$ cat src/rtl/ddr5_phy_wrdata_burst_gen.sv
// ddr5_phy_wrdata_burst_gen
//
// Write-data burst generator for the DDR5 PHY write path. Enabled DFI write
// phases are compacted into a beat-pair FIFO. Bursts (BC8/BL16/BL32) are sent
// out at one beat-pair per clock, framed by a programmable DQS preamble and
// postamble. Back-to-back bursts are joined seamlessly when more data is
// already queued.
//
// Optional feature macro: DDR5_WR_CRC_EN. When it is defined and cfg_crc_i is
// latched as 1, a CRC8 slot follows every 8 data clocks of a burst.
//
// Ports
//   clk_i, rst_i        clock, asynchronous active-high reset
//   enable_i            0 blocks FIFO writes; queued and in-flight data still drains
//   cfg_bl_i            00 BL16, 01 BC8, 10 BL32, 11 treated as BL16
//   cfg_pre_i           preamble length minus one (1..4 clocks)
//   cfg_post_i          0: 0.5-clock postamble, 1: 1.5-clock postamble
//   cfg_crc_i           insert CRC slots (only with DDR5_WR_CRC_EN)
//   dfi_wrdata_en_i     per-phase valid, bit0 = phase 0
//   dfi_wrdata_i        per-phase beat-pair, phase 0 in the LSBs
//   dfi_wrdata_mask_i   per-phase mask, 1 = masked
//   DQ_o                beat-pair; low half is the first beat
//   DQ_valid_o          DQ_o/DM_o carry burst or CRC data
//   DM_o                data mask for the current beat-pair
//   DQS_o               [1] first half-clock level, [0] second half-clock level
//   DQS_valid_o         per-half-clock DQS drive enable
//   busy_o              FSM active or FIFO holds data
//   ovf_err_o           pulse: at least one beat dropped because the FIFO was full
//   unf_err_o           pulse: FIFO empty in a clock that should have carried data
//
// Every output is a register loaded from the decoded next state, so the FSM
// state held in state_q always describes what the pins show right now.

module ddr5_phy_wrdata_burst_gen #(
    parameter int pDRAM_SIZE  = 4,
    parameter int pNUM_PHASES = 4,
    parameter int pFIFO_DEPTH = 8
) (
    input  logic                                  clk_i,
    input  logic                                  rst_i,
    input  logic                                  enable_i,
    input  logic [1:0]                            cfg_bl_i,
    input  logic [1:0]                            cfg_pre_i,
    input  logic                                  cfg_post_i,
    input  logic                                  cfg_crc_i,
    input  logic [pNUM_PHASES-1:0]                dfi_wrdata_en_i,
    input  logic [pNUM_PHASES*2*pDRAM_SIZE-1:0]   dfi_wrdata_i,
    input  logic [pNUM_PHASES*pDRAM_SIZE/4-1:0]   dfi_wrdata_mask_i,
    output logic [2*pDRAM_SIZE-1:0]               DQ_o,
    output logic                                  DQ_valid_o,
    output logic [pDRAM_SIZE/4-1:0]               DM_o,
    output logic [1:0]                            DQS_o,
    output logic [1:0]                            DQS_valid_o,
    output logic                                  busy_o,
    output logic                                  ovf_err_o,
    output logic                                  unf_err_o
);

    localparam int DW = 2 * pDRAM_SIZE;
    localparam int MW = pDRAM_SIZE / 4;
    localparam int EW = DW + MW;
    localparam int AW = $clog2(pFIFO_DEPTH);
    localparam int CW = AW + 1;

    typedef enum logic [2:0] {
        S_IDLE = 3'd0,
        S_PRE  = 3'd1,
        S_DATA = 3'd2,
        S_POST = 3'd3
`ifdef DDR5_WR_CRC_EN
        , S_CRC = 3'd4
`endif
    } state_t;

    // ---------------------------------------------------------------- FIFO
    logic [EW-1:0]          mem [pFIFO_DEPTH];
    logic [CW-1:0]          wr_ptr_q, rd_ptr_q;
    logic [CW-1:0]          fifo_cnt, free_cnt, push_cnt, acc, fifo_cnt_nx;
    logic [AW-1:0]          wr_off [pNUM_PHASES];
    logic [pNUM_PHASES-1:0] wr_sel;
    logic                   fifo_has, pop, ovf_d;
    logic [EW-1:0]          rd_entry;

    assign fifo_cnt = wr_ptr_q - rd_ptr_q;
    assign fifo_has = (fifo_cnt != '0);
    assign rd_entry = mem[rd_ptr_q[AW-1:0]];

    // Enabled phases take consecutive slots in phase order. A pop in the same
    // clock frees one slot, so capacity is judged after the pop.
    always_comb begin
        free_cnt = CW'(pFIFO_DEPTH) - fifo_cnt + CW'(pop);
        acc      = '0;
        ovf_d    = 1'b0;
        wr_sel   = '0;
        for (int p = 0; p < pNUM_PHASES; p++) begin
            wr_off[p] = acc[AW-1:0];
            if (enable_i && dfi_wrdata_en_i[p]) begin
                if (acc < free_cnt) begin
                    wr_sel[p] = 1'b1;
                    acc       = acc + CW'(1);
                end else begin
                    ovf_d = 1'b1;
                end
            end
        end
        push_cnt    = acc;
        fifo_cnt_nx = fifo_cnt - CW'(pop) + push_cnt;
    end

    always_ff @(posedge clk_i) begin
        for (int p = 0; p < pNUM_PHASES; p++) begin
            if (wr_sel[p]) begin
                mem[wr_ptr_q[AW-1:0] + wr_off[p]] <=
                    {dfi_wrdata_mask_i[p*MW +: MW], dfi_wrdata_i[p*DW +: DW]};
            end
        end
    end

    // ---------------------------------------------------------------- FSM
    state_t        state_q, state_d;
    logic [1:0]    cnt_q, cnt_d;        // preamble / postamble clock index
    logic [3:0]    beat_q, beat_d;      // data clock index within the burst
    logic [1:0]    bl_q, pre_q;
    logic          post_q;
    logic          latch, burst_end;
    logic [1:0]    bl_eff, pre_eff;
    logic          bc8_eff;
    logic [3:0]    last_beat;

    logic [DW-1:0] dq_d;
    logic [MW-1:0] dm_d;
    logic          dqv_d, unf_d, busy_d;
    logic [1:0]    dqs_d, dqsv_d;

`ifdef DDR5_WR_CRC_EN
    localparam int NG = pDRAM_SIZE / 4;
    logic          crc_q;
    logic [7:0]    crc_acc_q [NG];
    logic [7:0]    crc_acc_d [NG];
    logic [7:0]    crc_c;
    logic [DW-1:0] crc_in;
`else
    logic          unused_cfg_crc;
    assign unused_cfg_crc = cfg_crc_i;
`endif

    assign last_beat = (bl_q == 2'b10) ? 4'd15 : 4'd7;

    always_comb begin
        state_d   = state_q;
        cnt_d     = cnt_q;
        beat_d    = beat_q;
        latch     = 1'b0;
        burst_end = 1'b0;

        case (state_q)
            S_IDLE: begin
                if (fifo_has) begin
                    state_d = S_PRE;
                    cnt_d   = 2'd0;
                    latch   = 1'b1;
                end
            end
            S_PRE: begin
                if (cnt_q == pre_q) begin
                    state_d = S_DATA;
                    beat_d  = 4'd0;
                end else begin
                    cnt_d = cnt_q + 2'd1;
                end
            end
            S_DATA: begin
                if (beat_q == last_beat) burst_end = 1'b1;
                else                     beat_d    = beat_q + 4'd1;
`ifdef DDR5_WR_CRC_EN
                // The CRC slot after every 8th data clock takes over the
                // burst-end decision for that clock.
                if (crc_q && (beat_q[2:0] == 3'd7)) begin
                    state_d   = S_CRC;
                    beat_d    = beat_q;
                    burst_end = 1'b0;
                end
`endif
            end
`ifdef DDR5_WR_CRC_EN
            S_CRC: begin
                if (beat_q == last_beat) begin
                    burst_end = 1'b1;
                end else begin
                    state_d = S_DATA;
                    beat_d  = beat_q + 4'd1;
                end
            end
`endif
            S_POST: begin
                if (post_q && (cnt_q == 2'd0)) begin
                    cnt_d = 2'd1;
                end else if (fifo_has) begin
                    state_d = S_PRE;
                    cnt_d   = 2'd0;
                    latch   = 1'b1;
                end else begin
                    state_d = S_IDLE;
                end
            end
            default: state_d = S_IDLE;
        endcase

        // Queued data at the end of a burst joins the next burst seamlessly.
        if (burst_end) begin
            if (fifo_has) begin
                state_d = S_DATA;
                beat_d  = 4'd0;
                latch   = 1'b1;
            end else begin
                state_d = S_POST;
                cnt_d   = 2'd0;
            end
        end

        // Configuration seen by the clock being loaded into the outputs.
        bl_eff  = latch ? cfg_bl_i  : bl_q;
        pre_eff = latch ? cfg_pre_i : pre_q;
        bc8_eff = (bl_eff == 2'b01);

        pop    = 1'b0;
        dq_d   = '0;
        dm_d   = '0;
        dqv_d  = 1'b0;
        dqs_d  = 2'b00;
        dqsv_d = 2'b00;
        unf_d  = 1'b0;

        case (state_d)
            S_PRE: begin
                dqsv_d = 2'b11;
                dqs_d  = (cnt_d == pre_eff) ? 2'b10 : 2'b00;
            end
            S_DATA: begin
                dqv_d  = 1'b1;
                dqs_d  = 2'b10;
                dqsv_d = 2'b11;
                if (bc8_eff && (beat_d >= 4'd4)) begin
                    dm_d = '1;              // BC8 chop fill
                end else if (fifo_has) begin
                    pop  = 1'b1;
                    dq_d = rd_entry[DW-1:0];
                    dm_d = rd_entry[EW-1:DW];
                end else begin
                    dm_d  = '1;
                    unf_d = 1'b1;
                end
            end
`ifdef DDR5_WR_CRC_EN
            S_CRC: begin
                dqv_d  = 1'b1;
                dqs_d  = 2'b10;
                dqsv_d = 2'b11;
                for (int g = 0; g < NG; g++) begin
                    dq_d[4*g +: 4]              = crc_acc_q[g][3:0];
                    dq_d[pDRAM_SIZE + 4*g +: 4] = crc_acc_q[g][7:4];
                end
            end
`endif
            S_POST: begin
                if (post_q && (cnt_d == 2'd0)) begin
                    dqs_d  = 2'b10;
                    dqsv_d = 2'b11;
                end else begin
                    dqsv_d = 2'b10;
                end
            end
            default: ;
        endcase
    end

    assign busy_d = (state_d != S_IDLE) || (fifo_cnt_nx != '0);

`ifdef DDR5_WR_CRC_EN
    // CRC8, poly x^8+x^2+x+1, one register per DQ nibble group. Bits enter in
    // beat order, lane 0 first. BC8 fill clocks contribute all ones.
    function automatic logic [7:0] crc8_step(input logic [7:0] c, input logic b);
        crc8_step = {c[6:0], 1'b0} ^ ((c[7] ^ b) ? 8'h07 : 8'h00);
    endfunction

    always_comb begin
        crc_c  = 8'h00;
        crc_in = (bc8_eff && (beat_d >= 4'd4)) ? {DW{1'b1}} : dq_d;
        for (int g = 0; g < NG; g++) begin
            crc_c = (beat_d[2:0] == 3'd0) ? 8'h00 : crc_acc_q[g];
            for (int b = 0; b < 2; b++) begin
                for (int l = 0; l < 4; l++) begin
                    crc_c = crc8_step(crc_c, crc_in[b*pDRAM_SIZE + 4*g + l]);
                end
            end
            crc_acc_d[g] = crc_c;
        end
    end

    always_ff @(posedge clk_i or posedge rst_i) begin
        if (rst_i) begin
            crc_q <= 1'b0;
            for (int g = 0; g < NG; g++) crc_acc_q[g] <= 8'h00;
        end else begin
            if (latch) crc_q <= cfg_crc_i;
            if (state_d == S_DATA) begin
                for (int g = 0; g < NG; g++) crc_acc_q[g] <= crc_acc_d[g];
            end
        end
    end
`endif

    always_ff @(posedge clk_i or posedge rst_i) begin
        if (rst_i) begin
            state_q     <= S_IDLE;
            cnt_q       <= 2'd0;
            beat_q      <= 4'd0;
            bl_q        <= 2'b00;
            pre_q       <= 2'b00;
            post_q      <= 1'b0;
            wr_ptr_q    <= '0;
            rd_ptr_q    <= '0;
            DQ_o        <= '0;
            DQ_valid_o  <= 1'b0;
            DM_o        <= '0;
            DQS_o       <= 2'b00;
            DQS_valid_o <= 2'b00;
            busy_o      <= 1'b0;
            ovf_err_o   <= 1'b0;
            unf_err_o   <= 1'b0;
        end else begin
            state_q  <= state_d;
            cnt_q    <= cnt_d;
            beat_q   <= beat_d;
            if (latch) begin
                bl_q   <= cfg_bl_i;
                pre_q  <= cfg_pre_i;
                post_q <= cfg_post_i;
            end
            wr_ptr_q    <= wr_ptr_q + push_cnt;
            rd_ptr_q    <= rd_ptr_q + CW'(pop);
            DQ_o        <= dq_d;
            DQ_valid_o  <= dqv_d;
            DM_o        <= dm_d;
            DQS_o       <= dqs_d;
            DQS_valid_o <= dqsv_d;
            busy_o      <= busy_d;
            ovf_err_o   <= ovf_d;
            unf_err_o   <= unf_d;
        end
    end

endmodule

$ cat config.mk
export PLATFORM = sky130hd
export DESIGN_NAME = ddr5_phy_wrdata_burst_gen
export DESIGN_NICKNAME = d
export VERILOG_FILES = /design/src/rtl/ddr5_phy_wrdata_burst_gen.sv
export SDC_FILE = /design/constraint.sdc
export NUM_CORES = 1
export LEC_CHECK = 0
export ABC_AREA = 1
export ABC_CLOCK_PERIOD_IN_PS = 7000
export BUFFER_PORTS_ARGS = -buffer_cell sky130_fd_sc_hd__buf_2
export CAP_MARGIN = 20
export CELL_PAD_IN_SITES_DETAIL_PLACEMENT = 0
export CELL_PAD_IN_SITES_GLOBAL_PLACEMENT = 1
export CORE_MARGIN = 4
export CORE_UTILIZATION = 25
export CTS_CLUSTER_SIZE = 8
export DETAILED_ROUTE_END_ITERATION = 10
export HOLD_SLACK_MARGIN = 0.1
export PLACE_DENSITY_LB_ADDON = 0.1
export REMOVE_ABC_BUFFERS = 1
export SETUP_SLACK_MARGIN = 0.4
export SLEW_MARGIN = 10
export SYNTH_ARGS = -nofsm -noshare
export SYNTH_HDL_FRONTEND = slang
export SYNTH_SLANG_ARGS = --single-unit
$ cat constraint.sdc
create_clock -name clk_i -period 7 [get_ports clk_i]
set_clock_uncertainty 0.1 [all_clocks]
set_input_delay 0.7 -clock clk_i [delete_from_list [all_inputs] [get_ports clk_i]]
set_output_delay 0.7 -clock clk_i [all_outputs]
set_load 0.01 [all_outputs]
==> impl_metrics.toml, run 1 <==
[outcome]
run_status = "finished, final reports clean"

[global_route]
maximum_number_of_pins_on_one_net_before_global_route_repair = 39
grt_pass1_vias = 7498
grt_usage_pct = 15.13
antenna_found_initial = 0
overflow = 0
grt_first_pass_wirelength_mm = 42.60

[place]
place.detailed.hpwl_mm = 20.50
place.port_buffers = 63
gp_routability_congestion = 0.8032
placed_area_mm2 = 0.009169
preCtsSetupSlack_ns = -0.3735

[floorplan]
core_area_mm2 = 0.03156
floorplan.initialDensity_pct = 25.36
floorplan.die.width_um = 186.9
io_pins = 66
fp-row-count = 65
floorplan.die_area_mm2 = 0.03493
chipHeight_um = 186.9

[sta]
slew-limit-headroom_pct = 26.97
final.min_clock_period_ns = 6.567
grt_setup_unrepaired = "yes"
timing_worst_slew_pin_value_ns = 1.092
hold_viol = 0
finalSetupViolations = 0
final.setup.tns_ns = 0
min_period_over_period_pct = 93.81
max_clock_freq_ghz = 0.1523
setup_ws_ns = 0.4332
worst_hold_slack_ns = 0.4034
max_slew_violation_count = 0

[routing]
detail_route.first_pass.iterations = 5
drt_iter0_markers = 513
average_wire_per_standard_cell_um = 16.34
drtAntennaViolNets = 0
routed_wl_mm = 27.20
remaining_drc_errors = 0
vias_per_cell = 4.539
via_count = 7558

[clock_network]
h-tree-depth = 3
cts.hold.buffers_added = 0
worst_setup_hold_path_clk_slew_ns = 0.08
clock_tree.buffer_depth = 2
clock_latency_ns = 0.35
clock_buffers_created_by_tritoncts = 9
cts.root.buffer_cell = "clkbuf_16"
clkSinkCount = 110
tritoncts = "yes"

[synthesis]
synth_simple_gate_area_share_pct = 23.52
ys_seq_area_share_pct = 38.91
synth_flop_cell = "edfxtp_1"
ys_async_sr_fraction_pct = 34.55
syn-cell-area_mm2 = 0.008001
synthesis.instances = 1084
ys_seq_elements = 110
synth_area_leader_cell = "edfxtp_1"
dominant_combinational_cell_family_by_area_after_synthesis = "simple AND/OR/NAND/NOR gates"
synthTopCellsByArea = "edfxtp_1, nand2_1, o21ai_0"
synth_top_area_share_pct = 27.02
synth_adder_area_share_pct = 5.629
number_of_enable_flip_flop_cells_after_synthesis = 72
yosysUniqueCellTypes = 42
synth_mux_area_share_pct = 0.2815
post_synth_xor_xnor_area_pct = 2.174
ys_warn_count = 0
synth-compound-area-share_pct = 21.19
postSynthAreaPerCell_um2 = 7.381

[cells_and_area]
final_area_mm2 = 0.01071
relative_area_change_from_synthesis_to_final_layout_pct = 33.84
num-nets-final = 1340
layout-drive-gt1-share_pct = 30.48
num_antenna_cells = 0

[critical_path]
worst-setup-path-type = "reg2reg"
crit_arrival_ns = 6.70
worstSetupStartpointType = "register"
timing.critical_path.to_type = "register"
critPathMostFrequentCell = "nand2_2"
critical_path_buf_inv_count = 12
cp_data_required_time_ns = 7.13
cp_num_cells = 48
timing.critical_path.max_delay_family = "adder cells"
critical_path.max_stage_delay_ns = 0.49
cp_slowest_cell = "fa_1"
critical_path.max_fanout = 4
r2r.worst_path.cells = 48
r2r_setup_slack_ns = 0.43

[power_and_ir_drop]
p_per_area_mw_per_mm2 = 541.4
irDropWorstVdd_uv = 199.3
power.total_uw = 5798
leakagePower_uw = 0.005089

[run]
max_cap_violations = 0

[min_path]
min-delay-path-class = "in2async"
[cells in the final DEF (no fill, tap or decap), drive strengths merged, types with 20 or more instances in the layout]
cell type,n
a21oi,20
buf,213
dfrtp,38
edfxtp,72
ha,28
inv,111
nand2,311
nand3,27
nand4,21
nor2,65
o21ai,272
[layer usage]
| layer | up-vias | GRT usage [%] | wire length [um] |
|---|---|---|---|
| met2 | 145 | 23.57 | 12180 |
| met3 | 13 | 1.082 | 672 |
| met1 | 3387 | 23.20 | 14140 |
| met5 | - | 0 | 0 |
| met4 | 0 | 2.901 | 214 |
| li1 | 4013 | - | - |
[final cells by class]
cell class | instances | area [um2]
fillers | 3405 | 20850
clock inverters | 6 | 51.30
repair buffers | 213 | 1594
flip-flops and latches | 110 | 3113
multi-input cells | 816 | 4808
well taps | 402 | 503.0
inverters | 108 | 410.4
clock buffers | 10 | 229.0
[per-stage QoR]
stage / util, % / instances
4_1_cts: 31.75 / 1635
2_1_floorplan: - / 1034
6_report: 33.94 / 1665
5_1_grt: 33.94 / 1665
3_3_place_gp: 29.06 / 1579
3_5_place_dp: 29.06 / 1579
[cell families after synthesis]
family	count (synthesis)
AOI/OAI and AO/OA	321
xor gates and xnor gates	19
adders and majority gates	33
buffers and inverters	159
DFF	110
muxes	2
other	1
and+or+nand+nor	439
[worst paths after layout]
path	startpoint	end
worst max-delay path	wr_ptr_q[0]	busy_o
worst min-delay path	rst_i	bl_q[1]
worst max register to register	wr_ptr_q[0]	busy_o
worst min register to register	beat_q[0]	beat_q[0]
max in group asynchronous	rst_i	DQ_o[1]
min in group clk_i	beat_q[0]	beat_q[0]
[state kept, by name, indices dropped and copies added (netlist names)]
| signal | count |
|---|---|
| DQS_valid_o | 2 |
| DQ_o | 8 |
| wr_ptr_q | 4 |
| post_q | 1 |
| DQ_valid_o | 1 |
| state_q | 3 |
| busy_o | 1 |
| cnt_q | 2 |
| ovf_err_o | 1 |
| rd_ptr_q | 4 |
| unf_err_o | 1 |
| DQS_o | 1 |
| DM_o | 1 |
| pre_q | 2 |
| bl_q | 2 |
| mem | 72 |
| beat_q | 4 |
[cells in the mapped netlist, drive strengths merged, types with 3 or more instances]
master	n
xor2	14
buf	21
nor2	65
inv	107
xnor2	5
o211ai	3
nand3b	9
nand4	21
o21ai	272
fa	5
clkbuf	30
o22ai	18
ha	28
nor3	4
nand3	27
dfrtp	38
edfxtp	72
nand2	311
a21oi	20
[worst register-to-register path, delay by kind of cell, from the launching register on]
| family | cells | cell delay [ns] |
|---|---|---|
| fa+ha+maj | 10 | 2.44 |
| simple gates | 18 | 1.34 |
| compound gates | 6 | 0.95 |
| buf+inv | 12 | 0.87 |
| flops | 1 | 0.39 |
| xor+xnor | 2 | 0.34 |
[where the power goes]
group	switching, uW	internal [uW]
registers	87.2	1090
clock network	249	248
logic	2330	1800
[what timing repair did]
action,4_1_cts,5_1_grt
resized for setup,51,171
endpoints found under the setup margin,148,148
buffers inserted,40,26
pin swaps,45,60
cloned,0,4
No activity file was read; power rests on OpenSTA's default activity.
==> inputs of run 2 (changes only) <==
--- a/config.mk
+++ b/config.mk
@@ -17,7 +17,6 @@
 export DETAILED_ROUTE_END_ITERATION = 10
 export HOLD_SLACK_MARGIN = 0.1
 export PLACE_DENSITY_LB_ADDON = 0.1
-export REMOVE_ABC_BUFFERS = 1
 export SETUP_SLACK_MARGIN = 0.4
 export SLEW_MARGIN = 10
 export SYNTH_ARGS = -nofsm -noshare
==> run 2 against run 1 <==
  * Count of clock-buffer cells in the layout unchanged
  * Sequential share of layout area up 1.6 points
  * Fmax down 1.6%
  * Clock power up 7.2%
  * Final cell count down 2.6%
  * Via count about the same
  * Total power down 6.1%
  * Sequential power about the same
  * Worst hold slack better by 0.038 ns
  * First-iteration DRC count up 6.0%
  * Core utilization down 1.7 points
  * Cell area down 5.1%
==> impl_metrics.toml, run 2 (synthesis gave the netlist of run 1 again) <==
[place]
preCtsSetupSlack_ns = -0.03156
place.detailed.hpwl_mm = 22.22
gp_routability_congestion = 0.8088
place.port_buffers = 63
placed_area_mm2 = 0.009181

[critical_path]
timing.critical_path.to_type = "register"
critPathMostFrequentCell = "nand2_4"
critical_path_buf_inv_count = 15
timing.critical_path.max_delay_family = "adder cells"
cp_data_required_time_ns = 7.14
worstSetupStartpointType = "register"
critical_path.max_stage_delay_ns = 0.53
crit_arrival_ns = 6.81
critical_path.max_fanout = 7
worst-setup-path-type = "reg2reg"
cp_slowest_cell = "fa_2"

[routing]
vias_per_cell = 4.662
average_wire_per_standard_cell_um = 17.99
remaining_drc_errors = 0
drtAntennaViolNets = 0
via_count = 7561
detail_route.first_pass.iterations = 5
routed_wl_mm = 29.18
drt_iter0_markers = 544

[floorplan]
fp-row-count = 65
io_pins = 66
floorplan.die_area_mm2 = 0.03493
floorplan.initialDensity_pct = 25.36
chipHeight_um = 186.9
floorplan.die.width_um = 186.9
core_area_mm2 = 0.03156

[cells_and_area]
final_core_utilization_pct = 32.21
largest_register_ffs = 72
final_area_mm2 = 0.01016
num-nets-final = 1297
layout-drive-gt1-share_pct = 23.11
most-common-layout-cells = "nand2_1, o21ai_0, inv_1, buf_4, edfxtp_1"
num_antenna_cells = 0
relative_area_change_from_synthesis_to_final_layout_pct = 27.04
layout.cells.most_common = "nand2_1"

[sta]
final.min_clock_period_ns = 6.673
finalSetupViolations = 0
max_clock_freq_ghz = 0.1499
timing_worst_slew_pin_value_ns = 0.9164
hold_viol = 0
setup_ws_ns = 0.3270
min_period_over_period_pct = 95.33
max_slew_violation_count = 0
slew-limit-headroom_pct = 38.72
grt_setup_unrepaired = "yes"

[run]
max_cap_violations = 0

[clock_network]
worst_setup_hold_path_clk_slew_ns = 0.08
tritoncts = "yes"
clock_tree.buffer_depth = 2
cts.root.buffer_cell = "clkbuf_16"
clkSinkCount = 110
clock_latency_ns = 0.35
h-tree-depth = 3
clock_buffers_created_by_tritoncts = 9

[min_path]
min-delay-path-class = "reg2reg"

[global_route]
grt_usage_pct = 16.29
grt_pass1_vias = 7128
grt_first_pass_wirelength_mm = 44.57
overflow = 0
antenna_found_initial = 0
maximum_number_of_pins_on_one_net_before_global_route_repair = 39

[power_and_ir_drop]
irDropWorstVdd_uv = 239.8
p_per_area_mw_per_mm2 = 535.7
leakagePower_uw = 0.004863
power.total_uw = 5445

[outcome]
run_status = "finished, final reports clean"
[run 2: layout make-up]
type / count / area [um2]
inverter: 108 / 417.9
multi-input combinational: 816 / 4593
clock buffer: 10 / 229.0
sequential: 110 / 3114
tap: 402 / 503.0
clock inverter: 6 / 77.57
fill: 3458 / 21390
timing repair buffer: 170 / 1230
[run 2: final timing paths]
kind	start	to	slack, ns	cells after the start
setup / recovery	wr_ptr_q[0]	wr_ptr_q[3]	0.33	50
hold / removal	beat_q[0]	beat_q[0]	0.44	1
setup reg to reg	wr_ptr_q[0]	wr_ptr_q[3]	0.33	50
hold reg to reg	beat_q[0]	beat_q[0]	0.44	1
max in group asynchronous	rst_i	wr_ptr_q[0]	5.73	2
min in group asynchronous	rst_i	DQ_o[5]	0.45	2
[run 2: layer usage]
layer / wire length, um / up-vias / GRT usage (%)
met2: 12420 / 168 / 24.15
li1: - / 3918 / -
met5: 0 / - / 0
met4: 398 / 0 / 3.726
met1: 15350 / 3455 / 25.29
met3: 1014 / 20 / 1.866
[run 2: stage by stage]
| step | hold WS, ns | instances | TNS (ns) |
|---|---|---|---|
| finish | 0.4410 | 1622 | 0 |
| global placement | 0.4277 | 1561 | 0 |
| floorplan | 0.3911 | 1085 | 0 |
| detailed placement | 0.4320 | 1561 | -0.03156 |
| CTS | 0.4424 | 1591 | 0 |
| global route | 0.4590 | 1622 | -0.2426 |
[run 2: worst register-to-register path, delay by kind of cell (launching register included)]
kind	cells	cell delay, ns
adder cells (fa/ha/maj)	7	1.90
AO/OA/AOI/OAI	5	0.64
buffers and inverters	15	1.35
XOR/XNOR	3	0.44
AND/OR/NAND/NOR	20	1.74
flip-flops	1	0.41
[run 2: report_power, final]
group          switching [uW]  internal [uW]  total [uW]
logic                    2230           1510        3740
registers                84.8           1090        1170
clock network             248            285         533
[run 2: what timing repair did]
item | 4_1_cts | 5_1_grt
hold buffers | 0 | 0
gates resized for setup | 29 | 41
cloned | 0 | 1
pin swaps | 30 | 42
buffers inserted | 14 | 30
endpoints found under the setup margin | 65 | 147
